`src/rtl/mem_stage_ctrl.sv`:
```
`timescale 1ns/1ps
// Purpose: memory-stage controller; turns execute-stage ops into one aligned memory access or a passthrough result.
// Latency: valid_out 1 cycle after accept (non-memory/illegal), 1 cycle after the mem_ack edge (load/store).
// Backpressure: busy=1 outside IDLE; upstream holds valid_in until busy=0. A missing mem_ack ends in a timeout error.
//
// Ports: clk/rst (async active-low); execute side valid_in, readFlag_in, writeIn, size, signExt, addressIn,
// dataIn, busy; memory side mem_req, mem_we, mem_addr, mem_be, mem_wdata, mem_ack, mem_rdata;
// writeback side valid_out, dataOut, err.
module mem_stage_ctrl #(
    parameter int DATA_W  = 32,
    parameter int ADDR_W  = 32,
    parameter int TIMEOUT = 15
) (
    input  logic                clk,
    input  logic                rst,
    input  logic                valid_in,
    input  logic                readFlag_in,
    input  logic                writeIn,
    input  logic [1:0]          size,
    input  logic                signExt,
    input  logic [ADDR_W-1:0]   addressIn,
    input  logic [DATA_W-1:0]   dataIn,
    output logic                busy,
    output logic                mem_req,
    output logic                mem_we,
    output logic [ADDR_W-1:0]   mem_addr,
    output logic [DATA_W/8-1:0] mem_be,
    output logic [DATA_W-1:0]   mem_wdata,
    input  logic                mem_ack,
    input  logic [DATA_W-1:0]   mem_rdata,
    output logic                valid_out,
    output logic [DATA_W-1:0]   dataOut,
    output logic [1:0]          err
);

    localparam int BE_W   = DATA_W / 8;
    localparam int LANE_W = $clog2(BE_W);

    localparam logic [1:0] ERR_OK    = 2'b00;
    localparam logic [1:0] ERR_ALIGN = 2'b01;
    localparam logic [1:0] ERR_TMO   = 2'b10;

    typedef enum logic [1:0] {IDLE, REQ, RESP, ERR} state_t;

    state_t state, state_nxt;

    logic [7:0]        cnt;
    logic [LANE_W-1:0] lane_q;
    logic [1:0]        size_q;
    logic              sext_q;
    logic [1:0]        err_q;

    logic              is_mem;
    logic              illegal;
    logic [LANE_W-1:0] lane_in;
    logic [BE_W-1:0]   be_raw;
    logic [BE_W-1:0]   be_in;
    logic [DATA_W-1:0] data_lo;
    logic [DATA_W-1:0] wdata_in;
    logic [DATA_W-1:0] shifted;
    logic [DATA_W-1:0] mask;
    logic              sign;
    logic [DATA_W-1:0] load_val;

    assign is_mem  = readFlag_in | writeIn;
    assign lane_in = addressIn[LANE_W-1:0];

    // Alignment is judged on the byte address only; a 64-bit lane can hold a word at offset 0 or 4.
    assign illegal = (readFlag_in & writeIn)
                   | (size == 2'b11)
                   | ((size == 2'b01) & addressIn[0])
                   | ((size == 2'b10) & (addressIn[1:0] != 2'b00));

    // Store side: byte enables and data positioned at the lane.
    always_comb begin
        be_raw  = '0;
        data_lo = '0;
        case (size)
            2'b00:   begin be_raw = BE_W'(4'h1); data_lo = DATA_W'(dataIn[7:0]);  end
            2'b01:   begin be_raw = BE_W'(4'h3); data_lo = DATA_W'(dataIn[15:0]); end
            default: begin be_raw = BE_W'(4'hF); data_lo = DATA_W'(dataIn[31:0]); end
        endcase
        be_in    = be_raw << lane_in;
        wdata_in = data_lo << {lane_in, 3'b000};
    end

    // Load side: bring the lane down to bit 0, keep the access size, then extend.
    always_comb begin
        shifted = mem_rdata >> {lane_q, 3'b000};
        mask    = '0;
        sign    = 1'b0;
        case (size_q)
            2'b00:   begin mask = DATA_W'(8'hFF);         sign = shifted[7];  end
            2'b01:   begin mask = DATA_W'(16'hFFFF);      sign = shifted[15]; end
            default: begin mask = DATA_W'(32'hFFFF_FFFF); sign = shifted[31]; end
        endcase
        load_val = (shifted & mask) | ((sext_q && sign) ? ~mask : '0);
    end

    always_ff @(posedge clk or negedge rst) begin
        if (!rst) begin
            state <= IDLE;
        end else begin
            state <= state_nxt;
        end
    end

    always_comb begin
        state_nxt = state;
        case (state)
            IDLE: begin
                if (valid_in) begin
                    if (!is_mem)      state_nxt = RESP;
                    else if (illegal) state_nxt = ERR;
                    else              state_nxt = REQ;
                end
            end
            REQ: begin
                // Ack wins over a timeout landing in the same cycle.
                if (mem_ack)           state_nxt = RESP;
                else if (cnt <= 8'd1)  state_nxt = ERR;
            end
            RESP:    state_nxt = IDLE;
            ERR:     state_nxt = IDLE;
            default: state_nxt = IDLE;
        endcase
    end

    assign busy      = (state != IDLE);
    assign valid_out = (state == RESP) || (state == ERR);
    assign err       = valid_out ? err_q : ERR_OK;

    always_ff @(posedge clk or negedge rst) begin
        if (!rst) begin
            mem_req   <= 1'b0;
            mem_we    <= 1'b0;
            mem_addr  <= '0;
            mem_be    <= '0;
            mem_wdata <= '0;
            cnt       <= '0;
            lane_q    <= '0;
            size_q    <= '0;
            sext_q    <= 1'b0;
            err_q     <= ERR_OK;
            dataOut   <= '0;
        end else begin
            case (state)
                IDLE: begin
                    if (valid_in) begin
                        lane_q <= lane_in;
                        size_q <= size;
                        sext_q <= signExt;
                        if (!is_mem) begin
                            dataOut <= DATA_W'(addressIn);
                            err_q   <= ERR_OK;
                        end else if (illegal) begin
                            dataOut <= '0;
                            err_q   <= ERR_ALIGN;
                        end else begin
                            mem_req   <= 1'b1;
                            mem_we    <= writeIn;
                            mem_addr  <= {addressIn[ADDR_W-1:LANE_W], {LANE_W{1'b0}}};
                            mem_be    <= be_in;
                            mem_wdata <= wdata_in;
                            cnt       <= 8'(TIMEOUT);
                            err_q     <= ERR_OK;
                        end
                    end
                end
                REQ: begin
                    if (mem_ack) begin
                        mem_req <= 1'b0;
                        dataOut <= mem_we ? '0 : load_val;
                        err_q   <= ERR_OK;
                    end else begin
                        cnt <= cnt - 8'd1;
                        if (cnt <= 8'd1) begin
                            mem_req <= 1'b0;
                            dataOut <= '0;
                            err_q   <= ERR_TMO;
                        end
                    end
                end
                default: begin
                end
            endcase
        end
    end

endmodule

```
`config.mk`:
```
export PLATFORM = sky130hd
export DESIGN_NAME = mem_stage_ctrl
export DESIGN_NICKNAME = d
export VERILOG_FILES = /design/src/rtl/mem_stage_ctrl.sv
export SDC_FILE = /design/constraint.sdc
export NUM_CORES = 1
export LEC_CHECK = 0
export ABC_AREA = 1
export CAP_MARGIN = 20
export CORE_AREA = 2 2 129 106
export DETAILED_ROUTE_END_ITERATION = 12
export DIE_AREA = 0 0 131 108
export PLACE_DENSITY = 0.87
export SYNTH_ARGS = -nofsm -noshare
export SYNTH_HDL_FRONTEND = slang
export SYNTH_SLANG_ARGS = --single-unit
```
`constraint.sdc`:
```
create_clock -name clk -period 4 [get_ports clk]
set_input_delay 0.8 -clock clk [delete_from_list [all_inputs] [get_ports clk]]
set_output_delay 0.8 -clock clk [all_outputs]
set_load 0.02 [all_outputs]
```
Word-level counts from Yosys, hierarchy flattened
Cells that the tools add are included.
{ "totals": {"reg_bits": 117, "output_inout_bits": 106} }
{ "classes": {"eq_ne": 13, "shift": 3, "magnitude_cmp": 1, "n_mux": 36, "n_bitwise": 11, "n_reduce_logical": 16, "n_addsub": 1} }
{ "ops": {"columns": ["operator", "count"], "rows": [
  ["two-way mux 32 bit", 7],
  ["one-hot mux 32 bit (2 select lines)", 3],
  ["bitwise AND 32 bit", 1],
  ["two-way mux 8 bit", 4],
  ["inverter 32 bit", 1],
  ["OR 32 bit", 1],
  ["left shift 32 x 5 -> 32 bit", 1],
  [">> shifter 32 x 5 -> 32 bit", 1],
  ["two-way mux 2 bit", 9],
  ["one-hot mux 8 bit (2 select lines)", 1],
  ["AND reduction 5 bit", 2],
  ["equality test 2 bit, second input constant", 4],
  ["<= comparator 8 x 1 -> 1 bit, second input constant", 1],
  ["inequality test 2 bit, second input constant", 4],
  ["one-hot mux 4 bit (2 select lines)", 1],
  ["AND reduction 4 bit", 2],
  ["subtractor 8 x 1 -> 8 bit, second input constant", 1],
  ["two-way mux 1 bit", 7],
  ["equality test 2 x 1 -> 1 bit, second input constant", 3],
  ["zero test 2 bit", 3],
  ["inequality test 3 bit, second input constant", 2],
  ["one-hot mux 2 bit (3 select lines)", 1],
  ["nonzero test 2 bit", 3],
  ["OR 1 bit", 4],
  ["other kinds (10)", 14]
]} }

Logic depth before layout (Yosys ltp)
{ "logic_depth": {"word_depth": 8, "depth_mapped": 13, "mapped_depth_nobuf": 12} }

Worst setup path before layout
No wires, ideal clock.
{ "synth_path": {"path_type": "input -> register", "startpoint": "input addressIn[0]", "endpoint": "register mem_be[3]", "path_stages": 13, "arrival_ns": 2.021, "path_slack_ns": 1.856, "t_required_ns": 3.878, "cell_sequence": "buf_2 nor2_8 nand2_1 nand2_1 nand3_2 nand2_2 nand2_4 nor2_4 inv_2 buf_6 buf_6 nand2_1 o21ai_2"} }
{ "synth_between": {"elab_chain_cells": 5, "word_cells_on_any_way": 8} }
{ "synth_lines": {"columns": ["element", "line", "source"], "rows": [
  ["start, declared", "21", "input logic [ADDR_W-1:0] addressIn,"],
  ["bitwise AND 1 bit or nonzero test 2 bit (tied branches)", "71, 72", null],
  ["OR 1 bit or bitwise AND 1 bit (tied branches)", "71, 72", null],
  ["OR 1 bit", "72", "| ((size == 2'b10) & (addressIn[1:0] != 2'b00));"],
  ["inverter 1 bit (no line)", null, null],
  ["AND reduction 4 bit (no line)", null, null],
  ["end signal, assigned", "163", "mem_be <= be_in;"],
  ["end, declared", "27", "output logic [DATA_W/8-1:0] mem_be,"]
]} }
Parallel ways exist; a longest one is shown, timed or not.
A chain may end at the register's enable or synchronous reset.

Worst setup path after layout
{ "layout_path": {"startpoint": "register lane_q[1]", "endpoint": "register dataOut[30]"} }
{ "layout_between": {"elab_chain_cells": 8, "word_cells_on_any_way": 9} }
{ "layout_lines": {"columns": ["element", "line", "source"], "rows": [
  ["start, declared", "48", "logic [LANE_W-1:0] lane_q;"],
  ["start signal, assigned", "150", "lane_q <= lane_in;"],
  [">> shifter 32 x 5 -> 32 bit *", "89", "shifted = mem_rdata >> {lane_q, 3'b000};"],
  ["one-hot mux 1 bit (2 select lines)", "92", "case (size_q)"],
  ["logical AND 1 bit", "97", "load_val = (shifted & mask) | ((sext_q && sign) ? ~mask : '0);"],
  ["two-way mux 32 bit", "97", null],
  ["OR 32 bit *", "97", null],
  ["two-way mux 32 bit *", "173", "dataOut <= mem_we ? '0 : load_val;"],
  ["two-way mux 32 bit *", "171", "if (mem_ack) begin"],
  ["one-hot mux 32 bit (2 select lines) *", "147", "case (state)"],
  ["end signal, assigned", "154", "dataOut <= DATA_W'(addressIn);"],
  ["end signal, assigned", "173", null],
  ["end, declared", "32", "output logic [DATA_W-1:0] dataOut,"]
]} }
Every way passes the cells marked *; elsewhere a longest branch is shown, timed or not.

==> results.sh <==
export IMPL_cts_sinks=117
export IMPL_areaGrowthSynthToFinish_pct=43.19
export IMPL_fin_tns_setup_ns=0
export IMPL_holdWs_ns=0.3545
export IMPL_setup_ws_ns=1.293
export IMPL_detailed_place_area_mm2=0.008408
export IMPL_cts_htree_levels=4
export IMPL_fill_cells=1029
export IMPL_final_area_mm2=0.009030
export IMPL_hold_viol=0
export IMPL_wl_per_cell_um=16.16
export IMPL_clk_latency_ns=0.42
export IMPL_synth_cell_type_count=34
export IMPL_status="finished clean"
export IMPL_totalWireLength_mm=19.99
export IMPL_start_kind="flip-flop"
export IMPL_fmax_mhz=369.4
export IMPL_finalSetupViolations=0
export IMPL_die_x_um=131
export IMPL_drv_slew=0
export IMPL_grtUsageTotal_pct=28.93
export IMPL_seq_area_frac_synth_pct=46.43
export IMPL_synth_warnings=0
export IMPL_worstPathArrival_ns=3.05
export IMPL_start_util_pct=49.53
export IMPL_end_kind="flip-flop"
export IMPL_ios=211
export IMPL_synth_seq_cells=117
export IMPL_post_cts_buffers=0
export IMPL_utilization_pct=70.93
export IMPL_path_cells="inv_1 > nand3_1 > nand2_1 > nand2_1 > nand3_1 > nand2_1 > nand2_1 > a21oi_1"
export IMPL_firstDrtPassIters=5
export IMPL_cts_tree="yes"
export IMPL_clockBufferDepth=2
export IMPL_io_buffer_count=208
export IMPL_grt_pass1_vias=6234
export IMPL_dieHeight_um=108
export IMPL_finalNetCount=1156
export IMPL_ir_worst_vdd_mv=0.3942
export IMPL_reg2reg_depth=8
export IMPL_path_clk_slew_ns=0.05
export IMPL_grt_overflow=0
export IMPL_cts_hold_fix_buffers=0
export IMPL_crit_type="reg -> reg"
export IMPL_gp_congestion=0.9346
export IMPL_period_needed_ns=2.707
export IMPL_cpPeakStageDelay_ns=0.79
export IMPL_rows=37
export IMPL_crit_family="simple AND/OR/NAND/NOR gates"
export IMPL_timing_final_crit_share_pct=67.68
export IMPL_cp_common_cell="nand2_1"
export IMPL_drtIter0Drc=420
export IMPL_worst_pin_slew_ns=0.7512
export IMPL_cts_buffers=17
export IMPL_cp_required_ns=4.34
export IMPL_hold_class="in -> async"
export IMPL_cellLeakagePower_nw=4.230
export IMPL_ant_nets=0
export IMPL_vias_per_cell=5.297
export IMPL_antenna_found_initial=0
export IMPL_fp_dieArea_mm2=0.01415
export IMPL_post_cts_resized=0
export IMPL_relSlewSlack_pct=49.86
export IMPL_cts_root_buf="clkbuf_16"
export IMPL_critPathSlowestCell="dfrtp_1"
export IMPL_vias=6553
export IMPL_coreArea_mm2=0.01273
export IMPL_grt_pass1_wl_mm=31.61
export IMPL_critPathBufInv=1
export IMPL_power_density_mw_per_mm2=780.1
export IMPL_syn_mean_instance_area_um2=7.316
export IMPL_drt_drc_violations_left=0
export IMPL_grt_start_max_net_pins=82
export IMPL_pre_cts_slack_ns=0.9937
export IMPL_clock_skew_ns=0.008540
export IMPL_critPathMaxFanout=26
export IMPL_maxCapViolations=0
export IMPL_num_antenna_cells=0
export IMPL_netlist_area_mm2=0.006306
export IMPL_drive_above_1_share_pct=6.591
export IMPL_rsz0062_at_grt="no"
export IMPL_dp_hpwl_mm=14.43
export IMPL_cp_num_cells=8
export IMPL_syn_instance_count=862
state kept, by name (all words and copies together) (netlist names):
register and flops:
mem_req 1, mem_we 1, lane_q 2, mem_be 4, mem_addr 30, dataOut 32
cnt 8, state 2, err_q 2, size_q 2, mem_wdata 32, sext_q 1
cells in the mapped netlist, drive strengths merged:
cell type,number,area share (%)
a22oi,1,0.12
nand3,64,5.2
o22ai,2,0.20
o211ai,7,0.83
o31ai,2,0.24
nor3,16,1.4
ha,2,0.40
nand3b,1,0.12
o21ai,94,7.8
conb,1,0.059
nand4,4,0.40
or2,7,0.69
buf,29,3.4
o221ai,8,1.1
dfrtp,117,46
inv,52,3.1
nor2,88,5.7
nand2,313,19
clkinv,3,0.18
xor2,2,0.28
a21oi,30,2.4
clkbuf,19,1.1
cell families (layout without fill, tap and decap cells):
kind of cell | Yosys count | in the layout | share of synthesized area [%]
flip-flops | 117 | 117 | 46.43
buffers and inverters | 103 | 302 | 7.758
other | 1 | 2 | 0.05947
AND/OR/NAND/NOR | 493 | 493 | 32.38
adder cells (fa/ha/maj) | 2 | 2 | 0.3968
AO/OA/AOI/OAI | 144 | 144 | 12.70
XOR/XNOR | 2 | 2 | 0.2778
placed cells by master (no fill, tap or decap), types with 17 or more instances in the layout:
| cell | count |
|---|---|
| inv_1 | 43 |
| clkdlybuf4s50_1 | 207 |
| nand3_1 | 63 |
| o21ai_1 | 31 |
| dfrtp_1 | 117 |
| nor2_1 | 85 |
| nand2_1 | 310 |
| a21oi_1 | 30 |
| clkbuf_16 | 17 |
| o21ai_0 | 57 |
report_power, final:
group	leakage [nW]	total (W)	switching, W	internal, W
combinational	2.46	0.00344	0.00205	0.00139
clock	0.275	0.00154	0.000581	0.000956
sequential	1.49	0.00206	0.000383	0.00168
layout make-up:
| cell class | instances | area (µm²) | area share (%) |
|---|---|---|---|
| Clock buffer | 19 | 452.9 | 5.016 |
| Inverter | 55 | 206.4 | 2.286 |
| Clock inverter | 13 | 148.9 | 1.649 |
| Timing Repair Buffer | 215 | 2182 | 24.17 |
| Sequential cell | 117 | 2928 | 32.42 |
| Multi-Input combinational cell | 643 | 2893 | 32.04 |
| Tap cell | 175 | 219.0 | 2.425 |
stage by stage:
step / total power [W] / instances
final: 0.007044 / 1237
after floorplan: 0.004088 / 863
after global routing: 0.007508 / 1237
after CTS: 0.007054 / 1236
after detailed placement: 0.005479 / 1204
after global placement: 0.005393 / 1204
worst reg2reg max path: stages, from the launching register on:
cell	delay, ns
dfrtp_1	0.79
inv_1	0.57
nand3_1	0.23
nand2_1	0.15
nand2_1	0.09
nand3_1	0.10
nand2_1	0.38
nand2_1	0.18
a21oi_1	0.16
per-layer routing:
layer  vias to the layer above  global-route usage (%)  share of wire [%]
li1                       3158                       -                  -
met1                      3038                   39.50                 42
met2                       326                   45.89                 46
met3                        31                   7.125                9.9
met4                         0                   8.587                1.7
met5                         -                       0                  0
path summary, 6_finish.rpt:
kind / slack, ns / from / end
max reg2reg: 1.29 / lane_q[1] / dataOut[30]
min in group clk: 0.48 / mem_wdata[19] / mem_wdata[19]
max: 1.29 / lane_q[1] / dataOut[30]
min reg2reg: 0.48 / mem_wdata[19] / mem_wdata[19]
min: 0.35 / rst / mem_addr[29]
max in group asynchronous: 3.03 / rst / dataOut[21]
No activity file was read; power rests on OpenSTA's default activity.
